<file path="src/rtl/decoder_pkg.sv">
// Shared definitions for the registered 3-to-8 decoder / strobe generator.
//   state_t        : strobe FSM states (IDLE, DRIVE, GAP)
//   max2           : larger of two integers
//   cnt_width      : width of the shared pulse/gap down-counter
//   code_in_range  : true when an accepted code selects an existing output line
package decoder_pkg;

    typedef enum logic [1:0] {
        IDLE  = 2'd0,
        DRIVE = 2'd1,
        GAP   = 2'd2
    } state_t;

    function automatic int max2(input int a, input int b);
        return (a > b) ? a : b;
    endfunction

    // One counter serves both phases, so it must hold the larger reload value.
    function automatic int cnt_width(input int pulse_len, input int gap_len);
        return $clog2(max2(pulse_len, gap_len) + 1);
    endfunction

    function automatic bit code_in_range(input int code, input int width);
        return (code < width);
    endfunction

endpackage

</file>
<file path="src/rtl/decoder3_8_strobe_if.sv">
// Code input handshake of decoder3_8_strobe.
//   x, y, z   : code bits, x is the MSB
//   in_valid  : code on {x,y,z} is valid
//   in_ready  : decoder can take a code this cycle
// master = code producer, slave = decoder.
interface decoder3_8_strobe_if;
    logic x;
    logic y;
    logic z;
    logic in_valid;
    logic in_ready;

    modport master (output x, output y, output z, output in_valid, input in_ready);
    modport slave  (input x, input y, input z, input in_valid, output in_ready);
endinterface

</file>
<file path="src/rtl/decoder3_8_strobe_chk.sv">
// Elaboration-time parameter checks for decoder3_8_strobe. No ports; it only
// stops elaboration when the parameter set cannot work.
module decoder3_8_strobe_chk #(
    parameter int WIDTH     = 8,
    parameter int WIDTH_IN  = 3,
    parameter int PULSE_LEN = 4,
    parameter int GAP_LEN   = 1
) ();

    if (PULSE_LEN < 1) begin : g_bad_pulse
        $error("decoder3_8_strobe: PULSE_LEN must be >= 1");
    end

    if (GAP_LEN < 0) begin : g_bad_gap
        $error("decoder3_8_strobe: GAP_LEN must be >= 0");
    end

    if (WIDTH > (2 ** WIDTH_IN)) begin : g_bad_width
        $error("decoder3_8_strobe: WIDTH must not exceed 2**WIDTH_IN");
    end

endmodule

</file>
<file path="src/rtl/decoder3_8_strobe_onehot_dec.sv">
// Combinational index-to-one-hot decoder.
//   idx    : WIDTH_IN-bit binary index
//   onehot : WIDTH lines, bit idx set; all-zero when idx >= WIDTH
module onehot_dec #(
    parameter int WIDTH_IN = 3,
    parameter int WIDTH    = 8
) (
    input  logic [WIDTH_IN-1:0] idx,
    output logic [WIDTH-1:0]    onehot
);

    // Compare the index against every line position.
    always_comb begin
        onehot = {WIDTH{1'b0}};
        for (int i = 0; i < WIDTH; i++) begin
            onehot[i] = (idx == WIDTH_IN'(i));
        end
    end

endmodule

</file>
<file path="src/rtl/decoder3_8_strobe.sv">
// Registered 3-to-8 decoder and strobe generator.
// A code taken on the bus handshake waits in a one-entry holding register,
// then drives its one-hot line of D for PULSE_LEN cycles followed by GAP_LEN
// all-zero cycles. Codes >= WIDTH are dropped and flagged on err.
//   clk    : clock, rising edge
//   rst_n  : synchronous active-low reset
//   bus    : code handshake (x, y, z, in_valid, in_ready)
//   D      : registered one-hot strobe
//   busy   : FSM active or holding register full
//   err    : one-cycle pulse after an out-of-range code is accepted
module decoder3_8_strobe #(
    parameter int WIDTH     = 8,
    parameter int WIDTH_IN  = 3,
    parameter int PULSE_LEN = 4,
    parameter int GAP_LEN   = 1
) (
    input  logic                  clk,
    input  logic                  rst_n,
    decoder3_8_strobe_if.slave    bus,
    output logic [WIDTH-1:0]      D,
    output logic                  busy,
    output logic                  err
);
    import decoder_pkg::*;

    localparam int               CNT_W      = cnt_width(PULSE_LEN, GAP_LEN);
    localparam logic [CNT_W-1:0] PULSE_LOAD = CNT_W'(PULSE_LEN - 1);
    localparam logic [CNT_W-1:0] GAP_LOAD   = CNT_W'((GAP_LEN > 0) ? (GAP_LEN - 1) : 0);
    localparam logic             HAS_GAP    = (GAP_LEN > 0) ? 1'b1 : 1'b0;

    state_t                state_r;
    state_t                state_nxt_s;
    logic [CNT_W-1:0]      cnt_r;
    logic [CNT_W-1:0]      cnt_nxt_s;
    logic [WIDTH-1:0]      d_r;
    logic [WIDTH-1:0]      d_nxt_s;
    logic [WIDTH-1:0]      dec_s;
    logic                  hold_full_r;
    logic                  hold_full_nxt_s;
    logic [WIDTH_IN-1:0]   hold_code_r;
    logic [WIDTH_IN-1:0]   hold_code_nxt_s;
    logic                  err_r;
    logic                  busy_r;
    logic [WIDTH_IN-1:0]   code_s;
    logic                  code_ok_s;
    logic                  accept_s;
    logic                  load_s;
    logic                  cnt_zero_s;

    decoder3_8_strobe_chk #(
        .WIDTH     (WIDTH),
        .WIDTH_IN  (WIDTH_IN),
        .PULSE_LEN (PULSE_LEN),
        .GAP_LEN   (GAP_LEN)
    ) u_chk ();

    onehot_dec #(
        .WIDTH_IN (WIDTH_IN),
        .WIDTH    (WIDTH)
    ) u_dec (
        .idx    (hold_code_r),
        .onehot (dec_s)
    );

    // No bypass: a slot freed by a load is offered only from the next cycle.
    assign bus.in_ready = rst_n & ~hold_full_r;
    assign code_s       = WIDTH_IN'({bus.x, bus.y, bus.z});
    assign code_ok_s    = code_in_range(int'(code_s), WIDTH);
    assign accept_s     = bus.in_valid & bus.in_ready;
    assign cnt_zero_s   = (cnt_r == {CNT_W{1'b0}});

    assign D    = d_r;
    assign busy = busy_r;
    assign err  = err_r;

    // Decide whether the held code starts a strobe at this edge.
    always_comb begin
        load_s = 1'b0;
        if (hold_full_r) begin
            case (state_r)
                IDLE:    load_s = 1'b1;
                DRIVE:   load_s = cnt_zero_s & ~HAS_GAP;
                GAP:     load_s = cnt_zero_s;
                default: load_s = 1'b0;
            endcase
        end else begin
            load_s = 1'b0;
        end
    end

    // FSM state register.
    always_ff @(posedge clk) begin
        if (!rst_n) begin
            state_r <= IDLE;
        end else begin
            state_r <= state_nxt_s;
        end
    end

    // FSM next-state logic.
    always_comb begin
        state_nxt_s = state_r;
        case (state_r)
            IDLE: begin
                if (load_s) state_nxt_s = DRIVE;
                else        state_nxt_s = IDLE;
            end
            DRIVE: begin
                if (!cnt_zero_s)  state_nxt_s = DRIVE;
                else if (HAS_GAP) state_nxt_s = GAP;
                else if (load_s)  state_nxt_s = DRIVE;
                else              state_nxt_s = IDLE;
            end
            GAP: begin
                if (!cnt_zero_s) state_nxt_s = GAP;
                else if (load_s) state_nxt_s = DRIVE;
                else             state_nxt_s = IDLE;
            end
            default: state_nxt_s = IDLE;
        endcase
    end

    // FSM outputs: next strobe value and counter.
    always_comb begin
        d_nxt_s   = d_r;
        cnt_nxt_s = cnt_r;
        if (load_s) begin
            // Old one-hot (or zero) replaced by the new one-hot in one edge.
            d_nxt_s   = dec_s;
            cnt_nxt_s = PULSE_LOAD;
        end else begin
            case (state_r)
                IDLE: begin
                    d_nxt_s   = {WIDTH{1'b0}};
                    cnt_nxt_s = {CNT_W{1'b0}};
                end
                DRIVE: begin
                    if (!cnt_zero_s) begin
                        cnt_nxt_s = cnt_r - CNT_W'(1);
                    end else begin
                        d_nxt_s   = {WIDTH{1'b0}};
                        cnt_nxt_s = GAP_LOAD;
                    end
                end
                GAP: begin
                    d_nxt_s = {WIDTH{1'b0}};
                    if (!cnt_zero_s) cnt_nxt_s = cnt_r - CNT_W'(1);
                    else             cnt_nxt_s = {CNT_W{1'b0}};
                end
                default: begin
                    d_nxt_s   = {WIDTH{1'b0}};
                    cnt_nxt_s = {CNT_W{1'b0}};
                end
            endcase
        end
    end

    // Holding register: fill on a good accept, drain on load (never both).
    always_comb begin
        hold_full_nxt_s = hold_full_r;
        hold_code_nxt_s = hold_code_r;
        if (accept_s && code_ok_s) begin
            hold_full_nxt_s = 1'b1;
            hold_code_nxt_s = code_s;
        end else if (load_s) begin
            hold_full_nxt_s = 1'b0;
        end else begin
            hold_full_nxt_s = hold_full_r;
        end
    end

    // Datapath registers; busy is registered from next-cycle state.
    always_ff @(posedge clk) begin
        if (!rst_n) begin
            d_r         <= {WIDTH{1'b0}};
            cnt_r       <= {CNT_W{1'b0}};
            hold_full_r <= 1'b0;
            hold_code_r <= {WIDTH_IN{1'b0}};
            err_r       <= 1'b0;
            busy_r      <= 1'b0;
        end else begin
            d_r         <= d_nxt_s;
            cnt_r       <= cnt_nxt_s;
            hold_full_r <= hold_full_nxt_s;
            hold_code_r <= hold_code_nxt_s;
            err_r       <= accept_s & ~code_ok_s;
            busy_r      <= (state_nxt_s != IDLE) | hold_full_nxt_s;
        end
    end

endmodule
</file>
<file path="src/flat_wrapper.sv">
// flat-port wrapper written by rule: the top's interface ports become plain ports
module decoder3_8_strobe_flat import decoder_pkg::*;
#(
    parameter int WIDTH     = 8,
    parameter int WIDTH_IN  = 3,
    parameter int PULSE_LEN = 4,
    parameter int GAP_LEN   = 1
)
  (clk, rst_n, D, busy, err, bus_x, bus_y, bus_z, bus_in_valid, bus_in_ready);
  decoder3_8_strobe_if bus_i ();
  input  logic clk;
  input  logic rst_n;
  output logic [WIDTH-1:0] D;
  output logic busy;
  output logic err;
  input wire logic [$bits(bus_i.x)-1:0] bus_x;
  input wire logic [$bits(bus_i.y)-1:0] bus_y;
  input wire logic [$bits(bus_i.z)-1:0] bus_z;
  input wire logic [$bits(bus_i.in_valid)-1:0] bus_in_valid;
  output wire logic [$bits(bus_i.in_ready)-1:0] bus_in_ready;
  assign bus_i.x = bus_x;
  assign bus_i.y = bus_y;
  assign bus_i.z = bus_z;
  assign bus_i.in_valid = bus_in_valid;
  assign bus_in_ready = bus_i.in_ready;
  decoder3_8_strobe #(.WIDTH(WIDTH), .WIDTH_IN(WIDTH_IN), .PULSE_LEN(PULSE_LEN), .GAP_LEN(GAP_LEN)) u_core (.clk(clk), .rst_n(rst_n), .bus(bus_i), .D(D), .busy(busy), .err(err));
endmodule
</file>
<file path="config.mk">
export PLATFORM = sky130hd
export DESIGN_NAME = decoder3_8_strobe_flat
export DESIGN_NICKNAME = d
export VERILOG_FILES = /design/src/rtl/decoder_pkg.sv /design/src/rtl/decoder3_8_strobe_if.sv /design/src/rtl/decoder3_8_strobe_chk.sv /design/src/rtl/decoder3_8_strobe_onehot_dec.sv /design/src/rtl/decoder3_8_strobe.sv /design/src/flat_wrapper.sv
export SDC_FILE = /design/constraint.sdc
export NUM_CORES = 1
export LEC_CHECK = 0
export BUFFER_PORTS_ARGS = -buffer_cell sky130_fd_sc_hd__buf_2
export CAP_MARGIN = 20
export CORE_MARGIN = 8
export CORE_UTILIZATION = 55
export DETAILED_ROUTE_END_ITERATION = 16
export PLACE_DENSITY = 0.8
export RECOVER_POWER = 100
export SYNTH_ARGS = -nofsm -noshare
export SYNTH_HDL_FRONTEND = slang
export SYNTH_SLANG_ARGS = --single-unit
</file>
<file path="constraint.sdc">
create_clock -name clk -period 4 [get_ports clk]
set_input_delay 0.6 -clock clk [delete_from_list [all_inputs] [get_ports clk]]
set_output_delay 0.6 -clock clk [all_outputs]
set_load 0.05 [all_outputs]
</file>
## Word-level counts from Yosys, hierarchy flattened

Cells that the tools add are included.
Widths: inputs -> output; s select.

- $add $sub $neg: 1
- Equal/unequal tests: 10
- Muxes and demuxes: 14
- Bitwise operators: 6
- Reduce and logical (&&, ||, !) cells: 6

Operators with widths:

| kind | count |
|---|---|
| $mux 8 | 3 |
| $eq 3x3->1 const B | 4 |
| $mux 2 | 5 |
| $eq 3x2->1 const B | 2 |
| $logic_not 3->1 | 2 |
| $pmux 2 s3 | 1 |
| $mux 1 | 4 |
| $reduce_or 4->1 | 1 |
| $eq 3x1->1 const B | 1 |
| $ne 3x1->1 const B | 1 |
| $not 1->1 | 3 |
| $sub 3x1->3 const B | 1 |
| $and 1x1->1 | 2 |
| $eq 2x1->1 const B | 1 |
| $eq 2x2->1 const B | 1 |
| $logic_not 2->1 | 1 |
| $pmux 1 s2 | 1 |
| $reduce_bool 2->1 | 1 |
| $reduce_or 2->1 | 1 |
| $or 1x1->1 | 1 |

- Flip-flop bits (word level): 18
- Bits of input ports: 6
- Output and inout bits: 11

## Longest topological paths before layout

Gate-level depths: netlist of the first run.

- Word-level depth: 8
- Depth in mapped cells: 6
- Depth with buffers taken out: 5

## Cells and area by module

From an unflattened synthesis of the first run, not the netlist that was laid out.

- Cells, all modules: 94
- Area, all modules: 904.6 µm²

Modules (own cells, without submodules):

| module | instances | cells an instance | area an instance (µm²) | sequential area each (µm²) |
|---|---|---|---|---|
| decoder3_8_strobe | 1 | 86 | 839.6 | 360.3 |
| onehot_dec | 1 | 8 | 65.1 | 0.0 |

## Least setup slack after synthesis of the first run

Ideal clock, no wire load.

- Path type: input to output
- From: input port rst_n
- To: output port bus_in_ready
- Arrival time: 1.567 ns
- Setup slack: 1.833 ns
- Stages on the path: 2
- Cells stage by stage: clkbuf_1 -> nor2b_1

- Cells in the longest elaborated chain, start to end: 1

RTL lines:

| what | line | source |
|---|---|---|
| start, declared | flat_wrapper.sv:12 | `input logic rst_n;` |
| $and 1x1->1 | decoder3_8_strobe.sv:66 | `assign bus.in_ready = rst_n & ~hold_full_r;` |
| end, declared | flat_wrapper.sv:20 | `output wire logic [$bits(bus_i.in_ready)-1:0] bus_in_ready;` |

No other way between the ends.

## Worst setup path after layout of the first run

Ends and elaborated chain as after synthesis.

==> results.sh, run 1 <==
export IMPL_synth_top_area_share_pct=44.86
export IMPL_synth_distinct_cells=31
export IMPL_worstPathMaxFanout=15
export IMPL_post_drt_wl_per_cell_um=14.48
export IMPL_power_share_sequential_pct=55.1
export IMPL_die_w_um=54.22
export IMPL_seq_area_frac_synth_pct=44.86
export IMPL_globalRoute_totalOverflow=0
export IMPL_cts_inserted_buffers=3
export IMPL_cpPeakStageDelay_ns=0.48
export IMPL_cp_end_kind="output pin"
export IMPL_cp_slowest_cell="clkbuf_1"
export IMPL_required_ns=3.40
export IMPL_clock_latency_ns=0.29
export IMPL_mappedNetlistArea_sq_um=803.3
export IMPL_drtIter0Drc=12
export IMPL_seq_area_sq_um=360.3
export IMPL_synth_top_area_cell="dfxtp_1"
export IMPL_final_hold_viol_count=0
export IMPL_grt_pass1_vias=585
export IMPL_cts_tree="built"
export IMPL_core_area_sq_um=1334
export IMPL_syn_nets=87
export IMPL_first_pass_iters=4
export IMPL_critical_path_buf_inv_count=2
export IMPL_tns_ns=0
export IMPL_post_cts_setup_buffer_count=0
export IMPL_syn_inst=77
export IMPL_num_rows=13
export IMPL_cp_arrival_ns=1.45
export IMPL_finalCritPeriodShare_pct=51.22
export IMPL_grt_antenna_before_repair=0
export IMPL_multi_input_area_sq_um=399.1
export IMPL_ios=17
export IMPL_grt_pass1_wl_mm=2.559
export IMPL_criticalPathCategory="primary input to output pin"
export IMPL_clk_pin_slew_ns=0.10
export IMPL_die_h_um=54.22
export IMPL_synthTopCellsByArea="dfxtp_1 45%, a32o_1 7.5%, nor2b_1 7.0%, ha_1 6.2%, mux2i_1 3.7%"
export IMPL_yosysWarningCount=0
export IMPL_cts_sinks=18
export IMPL_final_setup_viol_count=0
export IMPL_syn_to_final_growth_pct=11.06
export IMPL_status="complete, no violations"
export IMPL_crit_family="buffers and inverters"
export IMPL_start_util_pct=60.23
export IMPL_root_buffer="clkbuf_4"
export IMPL_gp_congestion=0.7690
export IMPL_htree_num_levels=1
export IMPL_n_antenna_cell=0
export IMPL_cts_resized=0
export IMPL_vias=630
export IMPL_p_int_mw=0.2573
export IMPL_power_share_switching_pct=26.65
export IMPL_ant_nets=0
export IMPL_cap_violations=0
export IMPL_leakage_nw=0.3668
export IMPL_fmax_ghz=0.4881
export IMPL_n_fill_cell=120
export IMPL_rsz0062_at_grt="no"
export IMPL_relSlewSlack_pct=54.90
export IMPL_grt_usage_pct=11.62
export IMPL_nNetsFinal=104
export IMPL_drive_gt1_share_pct=11.83
export IMPL_cts_hold_buf=0
export IMPL_p_comb_share_pct=13.4
export IMPL_ir_drop_mv=0.2074
export IMPL_worst_slew_pin_slew_ns=0.6671
export IMPL_ys_ff_latch=18
export IMPL_drc=0
export IMPL_hold_slack_ns=0.4752
export IMPL_skew_ns=0.003789
export IMPL_post_route_min_period_ns=2.049
export IMPL_report_final_slew_viol_count=0
export IMPL_port_buffers=15
export IMPL_clkPwrFrac_pct=31.6
export IMPL_cts_buffer_depth=2
export IMPL_routed_via_density=5.833
export IMPL_hold_class="flop to flop"
export IMPL_routed_wl_mm=1.564
export IMPL_crit_chain="buf_2 -> nor2b_1 -> clkbuf_1"
export IMPL_grt_start_max_net_pins=16
export IMPL_cp_start_kind="primary input"
export IMPL_power_density_nw_per_um2=393.3
export IMPL_avgSynthCellArea_sq_um=10.43
export IMPL_p_switching_mw=0.09349
export IMPL_die_area_sq_um=2939
==> synth_stat cells <==
cell type and count:
a21boi_1 2, a2bb2oi_1 1, a31oi_1 1, a32o_1 6
and2_1 2, and4_4 1, buf_4 1, buf_6 1
clkbuf_1 1, conb_1 1, dfxtp_1 18, ha_1 4
inv_1 4, mux2i_1 3, nand2_1 2, nand3_1 3
nand3b_1 2, nand4_1 1, nor2_1 2, nor2b_1 9
nor3_1 1, nor3b_1 1, nor4b_2 1, o2111ai_1 1
o211ai_1 1, o21a_1 1, o21ai_0 1, o21ai_1 1
o2bb2ai_1 2, o311a_1 1, or3_4 1
==> worst reg2reg max path: cells and delay by family, from the launching register on <==
kind	cells	cell delay, ns
and+or+nand+nor	1	0.56
AOI/OAI and AO/OA	2	0.55
DFF	1	0.34
adders and majority gates	1	0.16
buffers and inverters	1	0.09
==> metrics by stage <==
stage	instances	area, sq um	util (%)	setup slack (ns)	power, mW
finish	108	892.1	66.89	1.951	0.3508
global route	108	892.1	66.89	1.852	0.3672
CTS	108	910.9	68.29	2.166	0.3585
detailed placement	104	874.6	65.57	2.161	0.2455
global placement	104	874.6	65.57	2.171	0.2441
floorplan	77	803.3	-	1.833	0.2340
==> layer usage <==
metal  track usage, %  part of all wire (%)  up-vias
li1                 -                     -      317
met1            15.42                    49      294
met2            15.84                    42       17
met3            3.523                   8.4        2
met4            7.377                  0.90        0
met5                0                     0        -
==> area by class of cell <==
type	instances	area share, %
Multi-Input combinational cell	52	44.74
Tap cell	15	2.104
Inverter	4	1.683
Timing Repair Buffer	15	7.013
Sequential cell	18	40.39
Clock buffer	4	4.067
==> worst paths after layout <==
| path | start | to | slack (ns) | depth (start not counted) |
|---|---|---|---|---|
| max | rst_n | bus_in_ready | 1.95 | 3 |
| min reg2reg | u_core.D[3] | u_core.D[3] | 0.48 | 1 |
| max reg2reg | u_core.state_r[0] | u_core.cnt_r[1] | 2.23 | 5 |
| min | u_core.D[3] | u_core.D[3] | 0.48 | 1 |
==> power by group through the flow <==
stage | Sequential, mW | Clock (mW) | Combinational, mW
floorplan | 0.204 | 0 | 0.0302
global placement | 0.197 | 0 | 0.0471
detailed placement | 0.197 | 0 | 0.0481
CTS | 0.193 | 0.117 | 0.0482
global route | 0.194 | 0.122 | 0.0505
finish | 0.193 | 0.111 | 0.0469
==> cell families after synthesis <==
| logic type | synth area share, % |
|---|---|
| buffers and inverters | 4.672 |
| DFF | 44.86 |
| muxes | 3.738 |
| adders and majority gates | 6.231 |
| and+or+nand+nor | 21.18 |
| other | 0.4668 |
| AOI/OAI and AO/OA | 18.85 |
==> flip-flops by register name, summed over array words and instances, names as in the netlist <==
signal	count
u_core.hold_full_r	1
u_core.state_r	2
u_core.cnt_r	3
u_core.D	8
u_core.hold_code_r	3
u_core.busy	1
==> placed cells by master (no fill, tap or decap), drive strengths merged, types with 3 or more instances in the layout <==
cell | netlist | final
dfxtp | 18 | 18
clkbuf | 1 | 14
nor2b | 9 | 9
a32o | 6 | 6
buf | 2 | 5
inv | 4 | 4
ha | 4 | 4
mux2i | 3 | 3
nand3 | 3 | 3
(Power assumes the default switching activity.)
==> inputs of run 2 (changes only) <==
- CORE_UTILIZATION: 55 -> 46
- PLACE_DENSITY: 0.8 -> 0.72
- clock period: 4 -> 1.7 ns (I/O delays scaled with it)
==> run 2 against run 1 <==
First-iteration DRC count shrank 33%. Combinational power is 130% higher. Critical path depth is 1 lower. Utilization shrank 14 points. Non-clock buffer count unchanged. Count of clock-buffer cells in the layout did not move. Routed wire length about the same. Largest cell class unchanged. Highest routed layer unchanged.
==> results.sh, run 2 (synthesis gave the netlist of run 1 again) <==
export IMPL_cts_buffer_depth=2
export IMPL_final_cell_mix="18 x dfxtp_1, 10 x clkbuf_1, 9 x nor2b_1"
export IMPL_clk_pin_slew_ns=0.10
export IMPL_cp_start_kind="flop"
export IMPL_ant_nets=0
export IMPL_grt_antenna_before_repair=0
export IMPL_relSlewSlack_pct=59.88
export IMPL_hold_class="primary input to flop"
export IMPL_cp_slowest_cell="clkbuf_1"
export IMPL_top_layer_used="met4"
export IMPL_num_rows=15
export IMPL_worst_slew_pin_slew_ns=0.6044
export IMPL_cp_arrival_ns=1.29
export IMPL_report_final_slew_viol_count=0
export IMPL_cts_resized=0
export IMPL_ir_drop_mv=0.4516
export IMPL_cts_inserted_buffers=3
export IMPL_syn_to_final_growth_pct=12.15
export IMPL_drtIter0Drc=8
export IMPL_wl_met2_um=652
export IMPL_required_ns=1.44
export IMPL_clock_latency_ns=0.29
export IMPL_worstPathMaxFanout=7
export IMPL_cp_end_kind="output pin"
export IMPL_root_buffer="clkbuf_4"
export IMPL_routed_wl_mm=1.563
export IMPL_rsz0062_at_grt="no"
export IMPL_cts_tree="built"
export IMPL_grt_usage_pct=9.550
export IMPL_post_cts_setup_buffer_count=0
export IMPL_grt_pass1_wl_mm=2.532
export IMPL_hold_slack_ns=0.2222
export IMPL_port_buffers=15
export IMPL_final_setup_viol_count=0
export IMPL_final_hold_viol_count=0
export IMPL_crit_chain="nor2b_1 -> clkbuf_1"
export IMPL_power_mw=0.8258
export IMPL_skew_ns=0.005458
export IMPL_cap_violations=0
export IMPL_post_drt_wl_per_cell_um=14.21
export IMPL_dp_hpwl_mm=1.182
export IMPL_fmax_ghz=0.6482
export IMPL_globalRoute_totalOverflow=0
export IMPL_wl_met1_um=786
export IMPL_grt_pass1_vias=595
export IMPL_n_antenna_cell=0
export IMPL_start_util_pct=47.56
export IMPL_dr_wl_met3_um=115
export IMPL_die_area_sq_um=3340
export IMPL_drive_gt1_share_pct=12.90
export IMPL_post_route_min_period_ns=1.543
export IMPL_drc=0
export IMPL_critical_path_buf_inv_count=1
export IMPL_routed_via_density=5.718
export IMPL_htree_num_levels=1
export IMPL_finalCritPeriodShare_pct=90.75
export IMPL_first_pass_iters=4
export IMPL_gp_congestion=0.8665
export IMPL_cts_sinks=18
export IMPL_reg2reg_slack_ns=0.22
export IMPL_crit_family="buffers and inverters"
export IMPL_die_w_um=57.79
export IMPL_finalInstanceArea_sq_um=900.9
export IMPL_ios=17
export IMPL_tns_ns=0
export IMPL_criticalPathCategory="flop to output pin"
export IMPL_cpPeakStageDelay_ns=0.48
export IMPL_final_common_cell="dfxtp_1"
export IMPL_largest_reg_flops=8
export IMPL_die_h_um=57.79
export IMPL_finish_utilization_pct=53.33
export IMPL_grt_start_max_net_pins=16
export IMPL_nNetsFinal=104
export IMPL_core_area_sq_um=1689
export IMPL_status="complete, no violations"
export IMPL_power_density_nw_per_um2=916.7
export IMPL_vias=629
export IMPL_leakage_nw=0.3683
export IMPL_placed_area_sq_um=877.1
export IMPL_cts_hold_buf=0
run 2: cell counts in the layout (fill, tap and decap cells not counted):
Identical to the previous run, type by type.
run 2: worst paths after layout:
check	startpoint	endpoint	cells after the start
max	u_core.hold_full_r	bus_in_ready	2
min	bus_x	u_core.hold_code_r[2]	3
max reg2reg	u_core.state_r[0]	u_core.cnt_r[1]	5
min reg2reg	u_core.D[2]	u_core.D[2]	1
run 2: stage by stage:
step | cells | setup WS [ns]
2_1_floorplan | 77 | 0.2235
3_3_place_gp | 106 | 0.2896
3_5_place_dp | 106 | 0.2404
4_1_cts | 110 | 0.2351
5_1_grt | 110 | 0.03957
6_report | 110 | 0.1572
run 2: worst min-delay path, delay by kind of cell:
| kind | cells | cell delay [ns] |
|---|---|---|
| simple gates | 1 | 0.10 |
| mux | 1 | 0.05 |
| buf+inv | 1 | 0.07 |
run 2: power breakdown:
part / total, mW / internal [mW] / switching [mW]
Sequential: 0.455 / 0.438 / 0.0169
Combinational: 0.110 / 0.0371 / 0.0726
Clock: 0.261 / 0.131 / 0.131
run 2: cell type report:
cell class / count / area [sq um]
Inverter: 4 / 15.01
Fill cell: 163 / 788.3
Tap cell: 17 / 21.27
Clock buffer: 4 / 36.28
Timing Repair Buffer: 15 / 62.56
Multi-Input combinational cell: 52 / 405.4
Sequential cell: 18 / 360.3
run 2: metal layers:
metal | vias up | global-route usage [%]
met1 | 293 | 11.78
met3 | 2 | 4.636
li1 | 314 | -
met4 | 0 | 2.098
met2 | 20 | 14.63
met5 | - | 0
